===== config.mk =====
export PLATFORM = sky130hd
export DESIGN_NAME = alu_result_bcd
export DESIGN_NICKNAME = d
export VERILOG_FILES = /design/src/rtl/alu_disp_pkg.sv /design/src/rtl/bcd_digit_adj.sv /design/src/rtl/alu_result_bcd.sv
export SDC_FILE = /design/constraint.sdc
export NUM_CORES = 1
export LEC_CHECK = 0
export CORE_AREA = 3 3 101 103
export CTS_CLUSTER_DIAMETER = 40
export DETAILED_ROUTE_END_ITERATION = 7
export DIE_AREA = 0 0 104 106
export HOLD_SLACK_MARGIN = 0.06
export PLACE_DENSITY = 0.56
export SLEW_MARGIN = 40
export SYNTH_ARGS = -nofsm -noshare
export SYNTH_HDL_FRONTEND = slang
export SYNTH_SLANG_ARGS = --single-unit

===== constraint.sdc =====
create_clock -name clk -period 4.6 [get_ports clk]
set_input_delay 0.92 -clock clk [delete_from_list [all_inputs] [get_ports clk]]
set_output_delay 0.92 -clock clk [all_outputs]
set_load 0.02 [all_outputs]

===== src/rtl/alu_disp_pkg.sv =====
`default_nettype none
// +----------------------------------------------------------------------+
// | Package     : alu_disp_pkg                                           |
// | Description : Shared types and constants for the ALU result          |
// |               binary-to-BCD display stage: FSM state encoding,       |
// |               digit width, default sizing, add-3 correction rule     |
// |               and the sizing check helper.                           |
// | Revision    : 1.0  initial release                                   |
// +----------------------------------------------------------------------+
package alu_disp_pkg;

    localparam int BCD_DIGIT_W    = 4;
    localparam int DEF_DATA_W     = 16;
    localparam int DEF_DIGITS     = 5;
    // Digits at or above this value are corrected before each shift.
    localparam int ADD3_THRESHOLD = 5;
    localparam int ADD3_VALUE     = 3;

    typedef enum logic [1:0] {
        ST_IDLE  = 2'd0,
        ST_SHIFT = 2'd1,
        ST_DONE  = 2'd2
    } state_e;

    // True when DIGITS decimal digits can represent every DATA_W-bit value,
    // i.e. 10^digits > 2^data_w. Valid for data_w up to 62.
    function automatic bit digits_cover_width(input int data_w, input int digits);
        longint p10;
        longint p2;
        p10 = 1;
        for (int i = 0; i < digits; i++) begin
            if (p10 < 64'sd1000000000000000000) begin
                p10 = p10 * 10;
            end
        end
        p2 = longint'(1) << data_w;
        return (p10 > p2);
    endfunction

endpackage : alu_disp_pkg
`default_nettype wire


===== src/rtl/bcd_digit_adj.sv =====
`default_nettype none
// +----------------------------------------------------------------------+
// | Module      : bcd_digit_adj                                          |
// | Description : Combinational double-dabble digit correction: a BCD    |
// |               digit of 5 or more gets +3 so that the following left  |
// |               shift carries correctly into the next decimal digit.   |
// | Ports       : digit_in  - 4-bit BCD digit before correction          |
// |               digit_out - 4-bit corrected digit                      |
// | Revision    : 1.0  initial release                                   |
// +----------------------------------------------------------------------+
module bcd_digit_adj
    import alu_disp_pkg::*;
(
    input  logic [BCD_DIGIT_W-1:0] digit_in,
    output logic [BCD_DIGIT_W-1:0] digit_out
);

    // Input never exceeds 9, so the sum never exceeds 12 and fits in 4 bits.
    assign digit_out = (digit_in >= BCD_DIGIT_W'(ADD3_THRESHOLD))
                     ? digit_in + BCD_DIGIT_W'(ADD3_VALUE)
                     : digit_in;

endmodule : bcd_digit_adj
`default_nettype wire


===== src/rtl/alu_result_bcd.sv =====
`default_nettype none
// +----------------------------------------------------------------------+
// | Module      : alu_result_bcd                                         |
// | Description : Accepts a DATA_W-bit unsigned ALU result over a        |
// |               valid/ready handshake, converts it to packed BCD with  |
// |               a one-bit-per-clock shift-add-3 engine and presents    |
// |               DIGITS decimal digits over a second handshake.         |
// | Ports       : clk, rst_n (async, active-low)                         |
// |               in_valid/in_ready/in_data  - binary input handshake    |
// |               out_valid/out_ready/bcd    - BCD output handshake      |
// |               blank                      - leading-zero mask         |
// |                                            (BCD_BLANK_LEADING_ZERO_EN)|
// |               busy                       - conversion in progress    |
// | Options     : `define BCD_BLANK_LEADING_ZERO_EN adds the blank port  |
// | Revision    : 1.0  initial release                                   |
// +----------------------------------------------------------------------+
module alu_result_bcd
    import alu_disp_pkg::*;
#(
    parameter int DATA_W = DEF_DATA_W,
    parameter int DIGITS = DEF_DIGITS
) (
    input  logic                          clk,
    input  logic                          rst_n,
    input  logic                          in_valid,
    output logic                          in_ready,
    input  logic [DATA_W-1:0]             in_data,
    output logic                          out_valid,
    input  logic                          out_ready,
    output logic [BCD_DIGIT_W*DIGITS-1:0] bcd,
`ifdef BCD_BLANK_LEADING_ZERO_EN
    output logic [DIGITS-1:0]             blank,
`endif
    output logic                          busy
);

    localparam int ACC_W = BCD_DIGIT_W * DIGITS;
    localparam int CNT_W = $clog2(DATA_W + 1);

    if (!digits_cover_width(DATA_W, DIGITS)) begin : g_size_check
        $error("alu_result_bcd: DIGITS too small for DATA_W");
    end

    state_e               state_q, state_d;
    logic [DATA_W-1:0]    sr_q,    sr_d;
    logic [ACC_W-1:0]     acc_q,   acc_d;
    logic [CNT_W-1:0]     cnt_q,   cnt_d;
    logic [ACC_W-1:0]     bcd_q,   bcd_d;

    logic [ACC_W-1:0]        acc_adj;
    logic [ACC_W+DATA_W-1:0] shift_w;
    logic [ACC_W-1:0]        acc_shift;
    logic [DATA_W-1:0]       sr_shift;
    logic                    last_shift;

    // Per-digit add-3 correction of the current accumulator.
    for (genvar gi = 0; gi < DIGITS; gi++) begin : g_digit_adj
        bcd_digit_adj u_adj (
            .digit_in  (acc_q  [gi*BCD_DIGIT_W +: BCD_DIGIT_W]),
            .digit_out (acc_adj[gi*BCD_DIGIT_W +: BCD_DIGIT_W])
        );
    end

    // Corrected accumulator and data shift as one wide register; the data
    // MSB falls into the units digit LSB.
    assign shift_w    = {acc_adj, sr_q} << 1;
    assign acc_shift  = shift_w[ACC_W+DATA_W-1:DATA_W];
    assign sr_shift   = shift_w[DATA_W-1:0];
    assign last_shift = (cnt_q == CNT_W'(DATA_W - 1));

`ifdef BCD_BLANK_LEADING_ZERO_EN
    logic [DIGITS-1:0] blank_q, blank_d, blank_w;

    // blank[i] set when digit i and everything above it is zero; the units
    // digit is never blanked so a zero result still shows "0".
    always_comb begin
        logic zero_above;
        blank_w    = '0;
        zero_above = 1'b1;
        for (int i = DIGITS - 1; i >= 1; i--) begin
            zero_above = zero_above && (acc_shift[i*BCD_DIGIT_W +: BCD_DIGIT_W] == '0);
            blank_w[i] = zero_above;
        end
    end

    localparam logic [DIGITS-1:0] BLANK_RST = {{(DIGITS-1){1'b1}}, 1'b0};
`endif

    // State register and datapath flops.
    always_ff @(posedge clk or negedge rst_n) begin
        if (!rst_n) begin
            state_q <= ST_IDLE;
            sr_q    <= '0;
            acc_q   <= '0;
            cnt_q   <= '0;
            bcd_q   <= '0;
`ifdef BCD_BLANK_LEADING_ZERO_EN
            blank_q <= BLANK_RST;
`endif
        end else begin
            state_q <= state_d;
            sr_q    <= sr_d;
            acc_q   <= acc_d;
            cnt_q   <= cnt_d;
            bcd_q   <= bcd_d;
`ifdef BCD_BLANK_LEADING_ZERO_EN
            blank_q <= blank_d;
`endif
        end
    end

    // Next-state and datapath update.
    always_comb begin
        state_d = state_q;
        sr_d    = sr_q;
        acc_d   = acc_q;
        cnt_d   = cnt_q;
        bcd_d   = bcd_q;
`ifdef BCD_BLANK_LEADING_ZERO_EN
        blank_d = blank_q;
`endif
        unique case (state_q)
            ST_IDLE: begin
                if (in_valid) begin
                    sr_d    = in_data;
                    acc_d   = '0;
                    cnt_d   = '0;
                    state_d = ST_SHIFT;
                end
            end
            ST_SHIFT: begin
                sr_d  = sr_shift;
                acc_d = acc_shift;
                cnt_d = cnt_q + CNT_W'(1);
                if (last_shift) begin
                    // bcd only loads here so the display never sees partial sums.
                    bcd_d   = acc_shift;
`ifdef BCD_BLANK_LEADING_ZERO_EN
                    blank_d = blank_w;
`endif
                    state_d = ST_DONE;
                end
            end
            ST_DONE: begin
                if (out_ready) begin
                    state_d = ST_IDLE;
                end
            end
            default: begin
                state_d = ST_IDLE;
            end
        endcase
    end

    // Handshake outputs decoded from state.
    always_comb begin
        in_ready  = (state_q == ST_IDLE);
        busy      = (state_q == ST_SHIFT);
        out_valid = (state_q == ST_DONE);
    end

    assign bcd = bcd_q;
`ifdef BCD_BLANK_LEADING_ZERO_EN
    assign blank = blank_q;
`endif

endmodule : alu_result_bcd
`default_nettype wire


# After elaboration in Yosys (flattened, before gate mapping)
# Index checks and enable logic that the tools add are counted.
[op_classes]
add_sub_neg = 6
order_cmp = 5
n_eq_ne = 6
mux = 15
n_reduce_logical = 5
[ops]
columns = ["operator", "n"]
rows = [
  ["20-bit one-hot mux with 2 select lines", 1],
  ["16-bit one-hot mux with 2 select lines", 1],
  ["4-bit by 3-bit >= comparator with 1-bit output, second input constant", 5],
  ["20-bit 2-to-1 mux", 1],
  ["4-bit by 2-bit adder with 4-bit output, second input constant", 4],
  ["16-bit 2-to-1 mux", 1],
  ["4-bit 2-to-1 mux", 4],
  ["5-bit one-hot mux with 2 select lines", 1],
  ["2-bit 2-to-1 mux", 3],
  ["2-bit one-hot mux with 3 select lines", 1],
  ["5-bit by 1-bit adder with 5-bit output, second input constant", 1],
  ["5-bit by 4-bit == test with 1-bit output, second input constant", 1],
  ["5-bit 2-to-1 mux", 1],
  ["2-bit by 1-bit inequality test with 1-bit output, second input constant", 2],
  ["2-bit AND reduction", 2],
  ["3-bit by 2-bit adder with 3-bit output, second input constant", 1],
  ["3-bit 2-to-1 mux", 1],
  ["3-bit AND reduction", 1],
  ["2-bit by 1-bit == test with 1-bit output, second input constant", 1],
  ["2-bit == test, second input constant", 1],
  ["2-bit zero test", 1],
  ["2-bit inequality test, second input constant", 1],
  ["2-bit nonzero test", 1],
]
[totals]
register_bits = 63
in_bits = 20
output_inout_bits = 23
word_cells = 42

# Logic depth before layout (Yosys ltp)
# Gate-level depths: netlist of the first run.
[depth]
word_depth = 3
depth_mapped = 7

# Modules after synthesis
# From an unflattened synthesis of the first run, not the netlist that was laid out.
[hier_totals]
cells_unflattened = 291
hier_area_um2 = 3210.6
[by_module_without_submodules]
columns = ["mod", "n_inst", "cells_each", "area_per_inst_um2", "seq_area_each_um2"]
rows = [
  ["alu_result_bcd", 1, 211, 2703.8, 1576.5],
  ["bcd_digit_adj", 5, 16, 101.3, 0.0],
]

# Worst setup path after synthesis of the first run
# No wires, ideal clock.
[synth_timing]
path_kind = "register to output"
startpoint = "register state_q[1]"
endpoint = "output in_ready"
t_arrival_ns = 1.056
path_slack_ns = 2.624
stages_incl_launch_ff = 4
path_cell_list = "dfrtp_1 buf_2 buf_1 nor2_1"
[synth_between]
elab_chain_len = 1
[synth_lines]
columns = ["item", "line", "source"]
rows = [
  ["start, declared", "alu_result_bcd.sv:44", "state_e state_q, state_d;"],
  ["start signal, assigned", "alu_result_bcd.sv:101", "state_q <= state_d;"],
  ["2-bit zero test", "alu_result_bcd.sv:157", "in_ready = (state_q == ST_IDLE);"],
  ["end, declared", "alu_result_bcd.sv:26", "output logic in_ready,"],
]
# No other way between the ends.

# Worst setup path after layout of the first run
[layout_timing]
startpoint = "register state_q[0]"
endpoint = "output busy"
[layout_between]
elab_chain_len = 1
[layout_lines]
columns = ["item", "line", "source"]
rows = [
  ["2-bit by 1-bit == test with 1-bit output", "alu_result_bcd.sv:158", "busy = (state_q == ST_SHIFT);"],
  ["end, declared", "alu_result_bcd.sv:34", "output logic busy"],
]
# No other way between the ends.

==> results.json, run 1 <==
{
  "status": "finished, final reports clean",
  "finalHoldViolCount": 0,
  "first_global_vias": 2414,
  "layout-drive-gt1-share_pct": 10.3,
  "synth.largest_area_cell": "dfrtp_1",
  "htreeDepth": 3,
  "worstHoldPathType": "register to register",
  "cp.required_ns": 3.68,
  "die_x_um": 104,
  "ys.warnings.count": 0,
  "syn_inst": 307,
  "num_rows": 35,
  "worst_slack_ns": 0.974,
  "place_ws_ns": 1.31,
  "cts_buffers": 9,
  "post_cts_buffers": 0,
  "p_leak_nw": 1.68,
  "relSlewSlack_pct": 48.1,
  "nets": 377,
  "swShare_pct": 39.9,
  "async_flop_share_pct": 100,
  "grt_use_total_pct": 12.7,
  "setup-violations-final": 0,
  "synth_area_leaders": "dfrtp_1 50%, o21ai_0 7.5%, ha_1 4.8%",
  "vdd_drop_max_uv": 249,
  "path_clk_slew_ns": 0.07,
  "cts_tree": "built",
  "synth_common_cells": "63 x dfrtp_1, 47 x o21ai_0, 26 x a21oi_1, 26 x nand2_1, 17 x nor2b_1",
  "syn_nets": 339,
  "place_hpwl_mm": 4.22,
  "tightest_slew_ns": 0.776,
  "antenna_found_initial": 0,
  "critical_path_arrival_ns": 2.71,
  "drc": 0,
  "area_growth_pct": 21.9,
  "grt-busiest-layer": "met2",
  "vias": 2327,
  "die_area_um2": 11000,
  "pwr-share-clk_pct": 16.1,
  "endpoint_kind": "output port",
  "die_y_um": 106,
  "pwr-share-seq_pct": 37.9,
  "ant_nets": 0,
  "clock-root-buffer": "clkbuf_8",
  "grt_max_degree": 35,
  "timing.fmax_ghz": 0.276,
  "post_cts_resized": 0,
  "fin_skew_ns": 0.00870,
  "p_sw_w": 0.00108,
  "crit_path_start_kind": "register",
  "period_minus_slack_ns": 3.63,
  "syn_area_um2": 3140,
  "combPwrFrac_pct": 46.0,
  "wl_per_cell_um": 13.9,
  "met2_usage_pct": 19.9,
  "fillers": 964,
  "crit_chain": "nand2b_4 > inv_2 > clkdlybuf4s50_1",
  "overflow": 0,
  "grt_pass1_wl_mm": 11.4,
  "ys.flop_type": "dfrtp_1",
  "min_period_over_period_pct": 78.8,
  "hold_buffers": 0,
  "dr.pass1.iters": 4,
  "io_pins": 43,
  "drt_first_iter_violations": 71,
  "cts_max_path_buffers": 2,
  "seq_area_frac_synth_pct": 50.3,
  "crit_path_max_fanout": 33,
  "max_stage_delay_ns": 0.84,
  "grt_setup_unrepaired": "no",
  "core_um2": 9280,
  "internal_power_w": 0.00162,
  "clock_sinks": 63,
  "ys_ff_latch": 63,
  "synth_top_area_share_pct": 50.3,
  "antenna_cells": 0,
  "clk_latency_ns": 0.34,
  "stdcell_count": 479,
  "placedCellCount": 463,
  "crit_type": "register to output port",
  "drv_slew": 0,
  "synth_cell_types": 31,
  "finalWirelength_mm": 6.65,
  "gr-usage-met3_pct": 4.31,
  "synth_edf_count": 0,
  "worst_path_max_delay_cell": "dfrtp_1",
  "tns_ns": 0,
  "io_buffers": 42,
  "synth.most_common_cell": "dfrtp_1",
  "viasPerCell": 4.86,
  "r2r_setup_slack_ns": 1.81,
  "gp_congestion": 0.731,
  "powerDensity_nw_per_um2": 706,
  "avgSynthCellArea_um2": 10.2,
  "met1_usage_pct": 16.7,
  "initial_utilization_pct": 33.8,
  "cap_violations": 0
}
-- through the flow --
stage | util [%] | power [W] | instance area [um2] | hold WS [ns]
6_report | 41.2 | 0.00270 | 3820 | 0.476
4_1_cts | 41.2 | 0.00274 | 3820 | 0.485
5_1_grt | 41.2 | 0.00294 | 3820 | 0.514
3_5_place_dp | 39.3 | 0.00229 | 3650 | 0.470
2_1_floorplan | - | 0.00188 | 3140 | 0.450
3_3_place_gp | 39.2 | 0.00225 | 3640 | 0.462
-- layer usage --
layer  up-vias  share of wire (%)
met5         -                  0
met4         0                1.3
met3         8                4.3
met2        49                 45
met1      1118                 50
li1       1152                  -
-- power by group through the flow --
stage / registers [W] / clock network (W) / logic [W]
3_5_place_dp: 0.00103 / 0 / 0.00126
5_1_grt: 0.00106 / 0.000477 / 0.00140
2_1_floorplan: 0.00106 / 0 / 0.000820
6_report: 0.00102 / 0.000435 / 0.00124
3_3_place_gp: 0.00103 / 0 / 0.00122
4_1_cts: 0.00102 / 0.000452 / 0.00126
-- placed cells by master (no fill, tap or decap) --
master	count
a21o_1	1
a21oi_1	26
a21oi_2	4
a22o_1	11
a22oi_1	15
and3_1	1
buf_2	1
buf_4	2
clkbuf_1	2
clkbuf_8	11
clkdlybuf4s50_1	41
clkinv_2	2
clkinvlp_4	1
dfrtp_1	63
ha_1	12
inv_1	13
inv_2	1
mux2_2	3
mux2_4	7
mux2i_1	5
nand2_1	26
nand2_2	1
nand2b_1	6
nand2b_4	1
nand3_1	6
nor2_1	3
nor2b_1	16
nor2b_2	1
nor3_1	6
nor3b_1	9
o21ai_0	47
o21bai_4	1
xnor2_1	5
-- sequential cells by signal, summed over array words and instances (netlist names) --
register and cells:
acc_q 20, bcd 20, sr_q 16, cnt_q 5
state_q 2
-- logic make-up after synthesis --
kind of cell	count (synthesis)	synth area share [%]
flip-flops	63	50.3
buffers and inverters	31	4.55
XOR/XNOR	5	1.40
AND/OR/NAND/NOR	76	13.0
adder cells (fa/ha/maj)	12	4.79
AO/OA/AOI/OAI	105	20.0
multiplexers	15	6.02
-- cell type report --
type,instances,area (um2),area share (%)
clock buffers,13,159,4.15
clock inverters,3,17.5,0.458
inverters,14,52.6,1.37
multi-input cells,213,1430,37.3
flip-flops and latches,63,1580,41.2
well taps,129,161,4.22
repair buffers,44,430,11.3
-- critical path: cells and delay by family, from the launching register on --
kind | cells | cell delay, ns
and+or+nand+nor | 1 | 0.25
DFF | 1 | 0.84
buffers and inverters | 2 | 1.27
-- path summary, 6_finish.rpt --
kind,endpoint,cells past startpoint,from
min,bcd[7],2,bcd[7]
max in group asynchronous,bcd[0],2,rst_n
max reg2reg,bcd[13],4,state_q[0]
max,busy,3,state_q[0]
min in group asynchronous,bcd[7],1,rst_n
min reg2reg,bcd[7],2,bcd[7]
No activity file was read; power rests on OpenSTA's default activity.
==> inputs of run 2 (changes only) <==
--- a/config.mk
+++ b/config.mk
@@ -10,7 +10,7 @@
 export DETAILED_ROUTE_END_ITERATION = 7
 export DIE_AREA = 0 0 104 106
 export HOLD_SLACK_MARGIN = 0.06
-export PLACE_DENSITY = 0.56
+export PLACE_DENSITY = 0.58
 export SLEW_MARGIN = 40
 export SYNTH_ARGS = -nofsm -noshare
 export SYNTH_HDL_FRONTEND = slang
==> constraint.sdc (replaced) <==
create_clock -name clk -period 3.1 [get_ports clk]
set_input_delay 0.62 -clock clk [delete_from_list [all_inputs] [get_ports clk]]
set_output_delay 0.62 -clock clk [all_outputs]
set_load 0.02 [all_outputs]
==> run 2 against run 1 <==
  * Utilization up 0.96 points
  * Worst setup slack lost 0.28 ns
  * Sequential share of layout area decreased by 0.94 points
  * Via count is 0.64% higher
  * Clock skew decreased by 0.00080 ns
  * Total power grew 56%
  * Combinational power rose by 53%
  * Flip-flop and latch count stayed put
  * Critical endpoint is now out_valid
==> results.json, run 2 (same netlist as run 1, synthesis figures left out) <==
{
  "overflow": 0,
  "viasPerCell": 4.83,
  "antenna_found_initial": 0,
  "dr.pass1.iters": 4,
  "layout_common_cells": "63 x dfrtp_1, 47 x o21ai_0, 41 x clkdlybuf4s50_1",
  "drc": 0,
  "clock_sinks": 63,
  "die_y_um": 106,
  "wl_per_cell_um": 13.6,
  "post_cts_resized": 0,
  "htreeDepth": 3,
  "vdd_drop_max_uv": 342,
  "p_leak_nw": 1.73,
  "tightest_slew_ns": 0.680,
  "drv_slew": 0,
  "first_global_vias": 2500,
  "io_buffers": 42,
  "crit_path_start_kind": "register",
  "critical_path_arrival_ns": 1.79,
  "cap_violations": 0,
  "initial_utilization_pct": 33.8,
  "fillers": 933,
  "num_rows": 35,
  "die_x_um": 104,
  "clock-root-buffer": "clkbuf_8",
  "hold_buffers": 0,
  "cts_max_path_buffers": 2,
  "min_period_over_period_pct": 77.7,
  "crit_type": "register to output port",
  "path_clk_slew_ns": 0.07,
  "antenna_cells": 0,
  "fin_skew_ns": 0.00790,
  "gp_congestion": 0.773,
  "endpoint_kind": "output port",
  "ant_nets": 0,
  "core_um2": 9280,
  "setup-violations-final": 0,
  "register_area_um2": 1580,
  "cp.required_ns": 2.48,
  "post_cts_buffers": 0,
  "timing.hold.ws_ns": 0.274,
  "layout_commonest_cell": "dfrtp_1",
  "layout-drive-gt1-share_pct": 12.1,
  "die_area_um2": 11000,
  "status": "finished, final reports clean",
  "powerDensity_nw_per_um2": 1070,
  "nets": 383,
  "area_growth_pct": 24.8,
  "grt_use_total_pct": 13.1,
  "cts_buffers": 9,
  "relSlewSlack_pct": 54.5,
  "worstHoldPathType": "primary input to asynchronous set/reset pin",
  "timing.fmax_ghz": 0.415,
  "cts_tree": "built",
  "multiInputGateArea_um2": 1420,
  "drt_first_iter_violations": 130,
  "grt_max_degree": 33,
  "io_pins": 43,
  "clk_latency_ns": 0.34,
  "grt_pass1_wl_mm": 11.8,
  "crit_path_max_fanout": 21,
  "finalWirelength_mm": 6.59,
  "finalHoldViolCount": 0,
  "vias": 2342,
  "place_hpwl_mm": 4.38,
  "grt_setup_unrepaired": "no",
  "period_minus_slack_ns": 2.41,
  "tns_ns": 0
}
==> run 2: cell count changes in the layout (fill, tap and decap cells not counted), sizes merged <==
cell,previous run,this run
buf,3,9
bufinv,0,2
clkbuf,13,10
clkinv,2,1
clkinvlp,1,2
inv,14,15
==> run 2: metal layers <==
layer  share of wire [%]  global-route usage, %  vias to the layer above
met5                   0                      0                        -
met4                 1.1                   4.08                        0
met3                 5.4                   4.55                        9
met2                  44                   20.6                       61
met1                  50                   16.8                     1110
li1                    -                      -                     1162
==> run 2: power by group <==
group / leakage [nW] / internal (W) / total (W) / switching (W)
combinational: 0.812 / 0.000910 / 0.00190 / 0.000985
clock: 0.109 / 0.000479 / 0.000824 / 0.000345
sequential: 0.810 / 0.00119 / 0.00148 / 0.000297
==> run 2: worst paths after layout <==
check,start,endpoint,slack [ns],cells after the start
min in group clk,bcd[16],bcd[16],0.48,2
hold / removal,rst_n,bcd[9],0.27,1
hold reg to reg,bcd[16],bcd[16],0.48,2
max in group asynchronous,rst_n,acc_q[5],2.12,2
setup reg to reg,cnt_q[0],bcd[0],1.00,5
setup / recovery,state_q[0],out_valid,0.69,4
==> run 2: critical path: stages, from the launching register on <==
cell             delay [ns]
dfrtp_1                0.41
buf_4                  0.21
nand2b_1               0.17
inv_1                  0.06
clkdlybuf4s50_1        0.59
==> run 2: stage by stage <==
step	worst slack [ns]	util (%)	instances	instance area, um2	power (W)
detailed placement	0.958	39.7	469	3680	0.00343
CTS	0.663	42.2	485	3910	0.00427
finish	0.690	42.2	485	3910	0.00420
floorplan	1.42	-	307	3140	0.00280
global route	0.600	42.2	485	3910	0.00459
global placement	1.02	39.7	469	3680	0.00336
==> run 2: final cells by class <==
type | count | share of cell area [%]
Multi-Input combinational cell | 213 | 36.2
Sequential cell | 63 | 40.3
Timing Repair Buffer | 50 | 12.1
Clock inverter | 6 | 2.37
Clock buffer | 10 | 3.52
Inverter | 14 | 1.34
Tap cell | 129 | 4.12
